==> config.mk <==
export PLATFORM = sky130hd
export DESIGN_NAME = pipe_ctrl
export DESIGN_NICKNAME = d
export VERILOG_FILES = /design/src/rtl/pipe_ctrl_pkg.sv /design/src/rtl/pipe_ctrl_sat_counter.sv /design/src/rtl/pipe_ctrl.sv
export SDC_FILE = /design/constraint.sdc
export NUM_CORES = 1
export LEC_CHECK = 0
export CAP_MARGIN = 5
export CORE_UTILIZATION = 50
export DETAILED_ROUTE_END_ITERATION = 7
export GPL_TIMING_DRIVEN = 0
export PLACE_DENSITY = 0.89
export SKIP_CTS_REPAIR_TIMING = 1
export SLEW_MARGIN = 10
export SYNTH_ARGS = -nofsm -noshare
export SYNTH_HDL_FRONTEND = slang
export SYNTH_SLANG_ARGS = --single-unit
==> constraint.sdc <==
create_clock -name clk -period 6.3 [get_ports clk]
set_input_delay 1.89 -clock clk [delete_from_list [all_inputs] [get_ports clk]]
set_output_delay 1.89 -clock clk [all_outputs]
set_load 0.005 [all_outputs]
==> src/rtl/pipe_ctrl_pkg.sv <==
//------------------------------------------------------------------------------
// Module      : pipe_ctrl_pkg
// Description : Stall masks, exception codes, FSM states and helpers for
//               pipe_ctrl.
// Revision    : 1.0 - initial release
//------------------------------------------------------------------------------
`default_nettype none

package pipe_ctrl_pkg;

    localparam logic        c_stop        = 1'b1;
    localparam logic        c_no_stop     = 1'b0;

    // stall[0]=PC ... stall[5]=WB
    localparam logic [5:0]  c_stall_mem   = 6'b011111;
    localparam logic [5:0]  c_stall_ex    = 6'b001111;
    localparam logic [5:0]  c_stall_id    = 6'b000111;
    localparam logic [5:0]  c_stall_none  = 6'b000000;

    localparam logic [31:0] c_exc_none    = 32'h00000000;
    localparam logic [31:0] c_eret_code   = 32'h0000000e;

    typedef enum logic [0:0] {
        ST_RUN  = 1'b0,
        ST_HOLD = 1'b1
    } state_t;

    function automatic logic [5:0] stall_mask(
        input logic req_if,
        input logic req_id,
        input logic req_ex,
        input logic req_mem
    );
        if (req_mem)
            return c_stall_mem;
        else if (req_ex)
            return c_stall_ex;
        else if (req_id || req_if)
            return c_stall_id;
        else
            return c_stall_none;
    endfunction

    function automatic logic [31:0] exc_target(
        input logic [31:0] excepttype,
        input logic [31:0] epc,
        input logic [31:0] vector
    );
        return (excepttype == c_eret_code) ? epc : vector;
    endfunction

endpackage

`default_nettype wire

==> src/rtl/pipe_ctrl_sat_counter.sv <==
//------------------------------------------------------------------------------
// Module      : sat_counter
// Description : Up-counter that sticks at all-ones; clear beats increment.
// Revision    : 1.0 - initial release
//------------------------------------------------------------------------------
`default_nettype none

module sat_counter #(
    parameter int WIDTH = 32
) (
    input  logic             clk,
    input  logic             rst,
    input  logic             i_clr,
    input  logic             i_inc,
    output logic [WIDTH-1:0] o_count
);

    logic [WIDTH-1:0] r_count;

    always_ff @(posedge clk) begin
        if (rst || i_clr)
            r_count <= '0;
        else if (i_inc && (r_count != {WIDTH{1'b1}}))
            r_count <= r_count + 1'b1;
    end

    assign o_count = r_count;

endmodule

`default_nettype wire

==> src/rtl/pipe_ctrl.sv <==
//------------------------------------------------------------------------------
// Module      : pipe_ctrl
// Description : Merges stage stall requests, issues exception flushes and
//               replays exceptions held behind a MEM bus stall.
// Revision    : 1.0 - initial release
//------------------------------------------------------------------------------
`default_nettype none

module pipe_ctrl
    import pipe_ctrl_pkg::*;
#(
    parameter logic [31:0] EXC_VECTOR = 32'h00000020,
    parameter int          CNT_W      = 32
) (
    input  logic             clk,
    input  logic             rst,
    input  logic             stallreq_from_if,
    input  logic             stallreq_from_id,
    input  logic             stallreq_from_ex,
    input  logic             stallreq_from_mem,
    input  logic [31:0]      excepttype_i,
    input  logic [31:0]      cp0_epc_i,
    input  logic             cnt_clr,
    output logic [5:0]       stall,
    output logic             flush,
    output logic [31:0]      new_pc,
    output logic             exc_pending,
    output logic [CNT_W-1:0] stall_cnt,
    output logic [CNT_W-1:0] flush_cnt
);

    state_t      r_state;
    logic [31:0] r_target;

    logic [5:0]  w_stall;
    logic        w_flush;
    logic [31:0] w_new_pc;
    logic        w_pending;
    logic        w_latch;

    // Outputs are forced quiet while rst is high, independent of state.
    always_comb begin
        w_stall   = c_stall_none;
        w_flush   = 1'b0;
        w_new_pc  = 32'h0;
        w_pending = 1'b0;
        w_latch   = 1'b0;
        if (!rst) begin
            case (r_state)
                ST_RUN: begin
                    if (excepttype_i != c_exc_none) begin
                        if (stallreq_from_mem) begin
                            w_stall   = c_stall_mem;
                            w_pending = 1'b1;
                            w_latch   = 1'b1;
                        end else begin
                            w_flush  = 1'b1;
                            w_new_pc = exc_target(excepttype_i, cp0_epc_i, EXC_VECTOR);
                        end
                    end else begin
                        w_stall = stall_mask(stallreq_from_if, stallreq_from_id,
                                             stallreq_from_ex, stallreq_from_mem);
                    end
                end
                ST_HOLD: begin
                    if (stallreq_from_mem) begin
                        w_stall   = c_stall_mem;
                        w_pending = 1'b1;
                    end else begin
                        w_flush  = 1'b1;
                        w_new_pc = r_target;
                    end
                end
                default: begin
                    w_stall = c_stall_none;
                end
            endcase
        end
    end

    always_ff @(posedge clk) begin
        if (rst) begin
            r_state  <= ST_RUN;
            r_target <= 32'h0;
        end else begin
            case (r_state)
                ST_RUN: begin
                    if (w_latch) begin
                        r_target <= exc_target(excepttype_i, cp0_epc_i, EXC_VECTOR);
                        r_state  <= ST_HOLD;
                    end
                end
                ST_HOLD: begin
                    if (!stallreq_from_mem)
                        r_state <= ST_RUN;
                end
                default: begin
                    r_state <= ST_RUN;
                end
            endcase
        end
    end

    assign stall       = w_stall;
    assign flush       = w_flush;
    assign new_pc      = w_new_pc;
    assign exc_pending = w_pending;

    sat_counter #(.WIDTH(CNT_W)) u_stall_cnt (
        .clk     (clk),
        .rst     (rst),
        .i_clr   (cnt_clr),
        .i_inc   (w_stall[0] == c_stop),
        .o_count (stall_cnt)
    );

    sat_counter #(.WIDTH(CNT_W)) u_flush_cnt (
        .clk     (clk),
        .rst     (rst),
        .i_clr   (cnt_clr),
        .i_inc   (w_flush),
        .o_count (flush_cnt)
    );

endmodule

`default_nettype wire

# Word-level counts from Yosys, hierarchy flattened
# Index checks and enable logic that the tools add are counted.
# word_totals
out_inout_bits	104
reg_bits	97
word_cells	41
inputBits	71
# classes
mux	25
reduce_logical	6
n_addsub	2
bitwise_logic	1
n_eq_ne	3
# ops
op	count
2-to-1 mux 32 bit	5
adder 32 x 1 -> 32 bit (second input constant)	2
inequality test 32 bit (second input constant)	2
case mux 32 bit (2 select lines)	1
== test 32 x 4 -> 1 bit (second input constant)	1
nonzero test 32 bit	1
2-to-1 mux 6 bit	2
case mux 6 bit (2 select lines)	1
2-to-1 mux 5 bit	2
2-to-1 mux 1 bit	9
case mux 1 bit (2 select lines)	3
2-to-1 mux 4 bit	1
2-to-1 mux 3 bit	1
logical AND 1 bit	2
logical OR 1 bit	2
AND reduction 2 bit	1
NOT 1 bit	1

# Depth between registers and ports, before layout
# Gate-level depths: netlist (run 1).
# logic_depth
word_depth	8
mapped_depth	10
ltp_nobuf	7

# Hierarchy
# Synthesis (run 1) repeated with hierarchy kept, for this count alone.
# hier_totals
hier_cells	604
hier_area_um2	5193.7
# by_module_without_submodules
mod	seq_area_each_um2	cells_per_inst	n_inst	area_each_um2
sat_counter	640.6	189	2	1681.6
pipe_ctrl	660.6	226	1	1830.5

# Least setup slack after synthesis (run 1)
# No wires, ideal clock.
# synth_path
kind	input-to-output
startpoint	in excepttype_i[21]
endpoint	out new_pc[22]
path_slack_ns	0.935
n_path_buf	2
required_ns	4.410
path_stages	8
arrival_ns	3.475
path_cell_list	nor4_1 > nand4_1 > nor2_1 > and4_1 > clkbuf_1 > clkbuf_1 > a32oi_1 > nor2_1
# synth_between
elab_chain_cells	6
word_cells_on_any_way	7
cone_classes	1 x eq/ne; 5 x mux; 1 x reduce/logical
# synth_lines
element	line	text
start: declaration	pipe_ctrl.sv:21	input logic [31:0] excepttype_i,
== test 32 x 4 -> 1 bit	pipe_ctrl_pkg.sv:49	return (excepttype == c_eret_code) ? epc : vector;
2-to-1 mux 32 bit	pipe_ctrl_pkg.sv:49	
2-to-1 mux 32 bit	pipe_ctrl.sv:52	if (stallreq_from_mem) begin
2-to-1 mux 32 bit *	pipe_ctrl.sv:51	if (excepttype_i != c_exc_none) begin
case mux 32 bit (2 select lines) *	pipe_ctrl.sv:49	case (r_state)
2-to-1 mux 32 bit *	pipe_ctrl.sv:48	if (!rst) begin
end: declaration	pipe_ctrl.sv:26	output logic [31:0] new_pc,
# Every way passes the cells marked *; elsewhere a longest branch is shown, timed or not.

# Worst setup path in the final report (run 1)
# layout_path
startpoint	in excepttype_i[26]
endpoint	out new_pc[23]
# Same word-level chain as after synthesis.

==> results by group, run 1 <==
Global routing
  • Initial antenna violation count: 0
  • Gr ovfl total: 0
  • Pin count of the biggest net entering global routing: 18
  • Vias in the first global route: roughly 5.7k
  • Global Route Usage Sum: roughly 30%
  • First-pass GRT wire length: 27500 microns

Pwr
  • VDD IR-drop max: between 100 and 150 uV
  • Total power: between 1 and 1.5 mW
  • Comb power frac: 10.4%
  • Sequential share of power: 53.2%
  • NetSw: 296 uW
  • Pint: 861 uW
  • Pleak: 2.32 nW
  • PwrDens: about 160 mW/mm^2
  • Sw Ratio: 25.6%
  • Clk pwr share: 36.4%

Die
  • Die X: 104 microns
  • Core area: between 0.009 and 0.01 sq mm
  • Die area: 0.0108 sq mm
  • Height of the die: around 100 microns
  • Floorplan row count: 36
  • IO Count: about 180
  • Initial core utilization: a little over half

STA
  • Final worst path period share: 98.9%
  • Setup TNS: 0 ps
  • Worst Tran Pin Value: 626 ps
  • Max Fclk: 160 MHz
  • RSZ-0062 raised after global routing: true
  • Final Skew: between 10 and 15 ps
  • Slew headroom: roughly three fifths
  • Final slew viol count: 0
  • Fin Hold WS: 460 ps
  • Min Tclk post-route: 6230 ps
  • Final setup viols: 0
  • Final hold violation count: 0

Synth
  • Sequential-to-total area share from yosys stat: around 38%
  • Post-synth top cells: dfxtp_1 (97), nor2_1 (72), nand2_1 (63), a21oi_1 (59), nand3_1 (53)
  • Dominant synthesized flop cell: dfxtp_1
  • Async SR Flop Fraction: 0%
  • Most common cell in the netlist: dfxtp_1
  • Syn. warnings: 0
  • Yosys cell types: 46
  • Number of synthesized register bits: 97
  • Yosys top cell by area: dfxtp_1
  • Ranking of synthesized cells by area: dfxtp_1 (38%), a21oi_1 (5.7%), a32oi_1 (5.2%)
  • Synth Instances: 667
  • EDFF count, synth: 0
  • Top-area cell type share of the netlist area: between 30% and 40%
  • Synth Cell Area: 0.00518 sq mm
  • Syn Area/Cell: 7.76 sq um
  • Syn Nets: 740

Setup path
  • Crit path launch: excepttype_i[26]
  • CP Class: primary input to output pin
  • Element type at the critical path start: primary input
  • Critical path peak fanout: 10
  • Critical path required time: 4410 ps
  • Critical Path Sink Type: output pin
  • Critical path arrival: 4340 ps
  • R2R Path Start: u_flush_cnt.o_count[19]

Drt
  • Final wirelength: 17100 microns
  • Drt via density: 6.24
  • DR pass1 iterations: 5
  • Vias: between 6k and 7k
  • DRC: 0
  • Iter 0 DRT Violations: 645
  • Antenna viol nets, final: 0
  • Wire per inst: between 15 and 20 microns

Placed design
  • Placed Cells incl. Taps: ~970
  • PortBufs: between 150 and 200
  • DP HPWL: roughly 13000 microns
  • RD Place Congestion: 0.909

Outcome
  • Status: completed

Cells and area
  • Multi-input logic area: 0.00297 sq mm
  • Area grow syn2layout: 43.0%
  • Layout fillers: between 700 and 800
  • Register area: about 0.002 sq mm
  • Nets: 929
  • Ant diodes: 0
  • Util after Layout: 74.7%
  • Share of cells above drive strength 1: 6.62%
  • Non-filler cells, final: 994

CTS
  • Bufs on Longest Clock Path: 2
  • TritonCTS Buffers: 9
  • Clock Sinks: slightly below 100
  • CTS clk-pin slew, worst paths: 90 ps
  • Clock root buffer: clkbuf_8
  • H-tree Lvls: 3
  • CTS tree: yes
  • Worst skew pair latency: 370 ps

Worst hold path
  • Min-delay src: r_target[1]
  • Hold Path Class: flip-flop to flip-flop

Flow run
  • MaxCap Viol Count: 0
## kinds of logic after synthesis
family	count (synthesis)	share of synthesized area (%)
AOI/OAI and AO/OA	146	18.8
DFF	97	37.5
muxes	3	0.580
xor gates and xnor gates	26	4.40
buffers and inverters	74	6.04
and+or+nand+nor	318	32.1
other	1	0.0724
adders and majority gates	2	0.483
## cells in the final DEF, fill, tap and decap left out, types with 3 or more instances in the layout
master,instances
a32oi_1,31
clkdlybuf4s50_1,172
and3_1,15
nor4b_1,4
o211ai_1,12
nor3_1,16
clkbuf_8,9
o21ai_0,9
a21oi_1,59
buf_2,4
or2_2,3
buf_4,11
or4_1,24
nand4_1,20
and4_1,8
nor4_2,6
dfxtp_1,97
clkbuf_1,41
or3_1,11
mux2i_1,3
inv_1,12
nor4_1,10
xor2_1,3
xnor2_1,23
buf_6,4
o31ai_1,18
nor2_1,71
and2_1,3
o2111ai_1,6
nand2_1,63
clkbuf_2,3
nand3_1,53
## per-stage QoR
stage	setup WS [ps]	instance area, sq um
2_1_floorplan	935	5180
3_3_place_gp	-535	7080
3_5_place_dp	-594	7080
4_1_cts	-600	7280
5_1_grt	-72.6	7400
6_report	66.9	7400
## flip-flops by register name, summed over array words and instances (netlist names)
name / flops
r_state: 1
r_target: 32
u_flush_cnt.o_count: 32
u_stall_cnt.o_count: 32
## worst paths after layout
| path | slack [ps] | cells after the start | end |
|---|---|---|---|
| max | 70 | 10 | new_pc[23] |
| min | 460 | 2 | r_target[1] |
| max reg2reg | 3620 | 7 | u_flush_cnt.o_count[15] |
| min reg2reg | 460 | 2 | r_target[1] |
## power by group through the flow
| stage | clock [mW] | sequential, mW | combinational [mW] |
|---|---|---|---|
| 6_report | 0.421 | 0.615 | 0.121 |
| 5_1_grt | 0.448 | 0.616 | 0.129 |
| 2_1_floorplan | 0 | 0.629 | 0.0426 |
| 3_3_place_gp | 0 | 0.629 | 0.112 |
| 4_1_cts | 0.425 | 0.615 | 0.115 |
| 3_5_place_dp | 0 | 0.629 | 0.114 |
## area by class of cell
| type | instances | area share, % |
|---|---|---|
| Buffer | 59 | 3.87 |
| Clock inverter | 7 | 1.05 |
| Sequential cell | 97 | 26.2 |
| Clock buffer | 9 | 1.67 |
| Inverter | 13 | 0.659 |
| Multi-Input combinational cell | 496 | 40.1 |
| Timing Repair Buffer | 180 | 24.1 |
| Tap cell | 133 | 2.25 |
## critical path, stage by stage
cell	delay (ps)
clkdlybuf4s50_1	430
nor4_2	330
nand4_1	120
buf_4	180
nor2_4	130
and4_4	310
buf_8	150
a32oi_1	120
nor2_1	170
clkdlybuf4s50_1	520
## layer usage
metal | track usage (%) | part of all wire, %
met1 | 37.4 | 39
met2 | 52.3 | 50
met3 | 5.22 | 7.8
met4 | 14.4 | 3.4
met5 | 0 | 0
Note: power is estimated with default switching activity, not from simulation.
==> inputs of run 2 (changes only) <==
--- a/config.mk
+++ b/config.mk
@@ -7,6 +7,7 @@
 export LEC_CHECK = 0
 export CAP_MARGIN = 5
 export CORE_UTILIZATION = 50
+export CTS_CLUSTER_SIZE = 25
 export DETAILED_ROUTE_END_ITERATION = 7
 export GPL_TIMING_DRIVEN = 0
 export PLACE_DENSITY = 0.89
==> results of run 2 <==
Same layout as run 1: the final DEF is identical, and so are final timing and power.
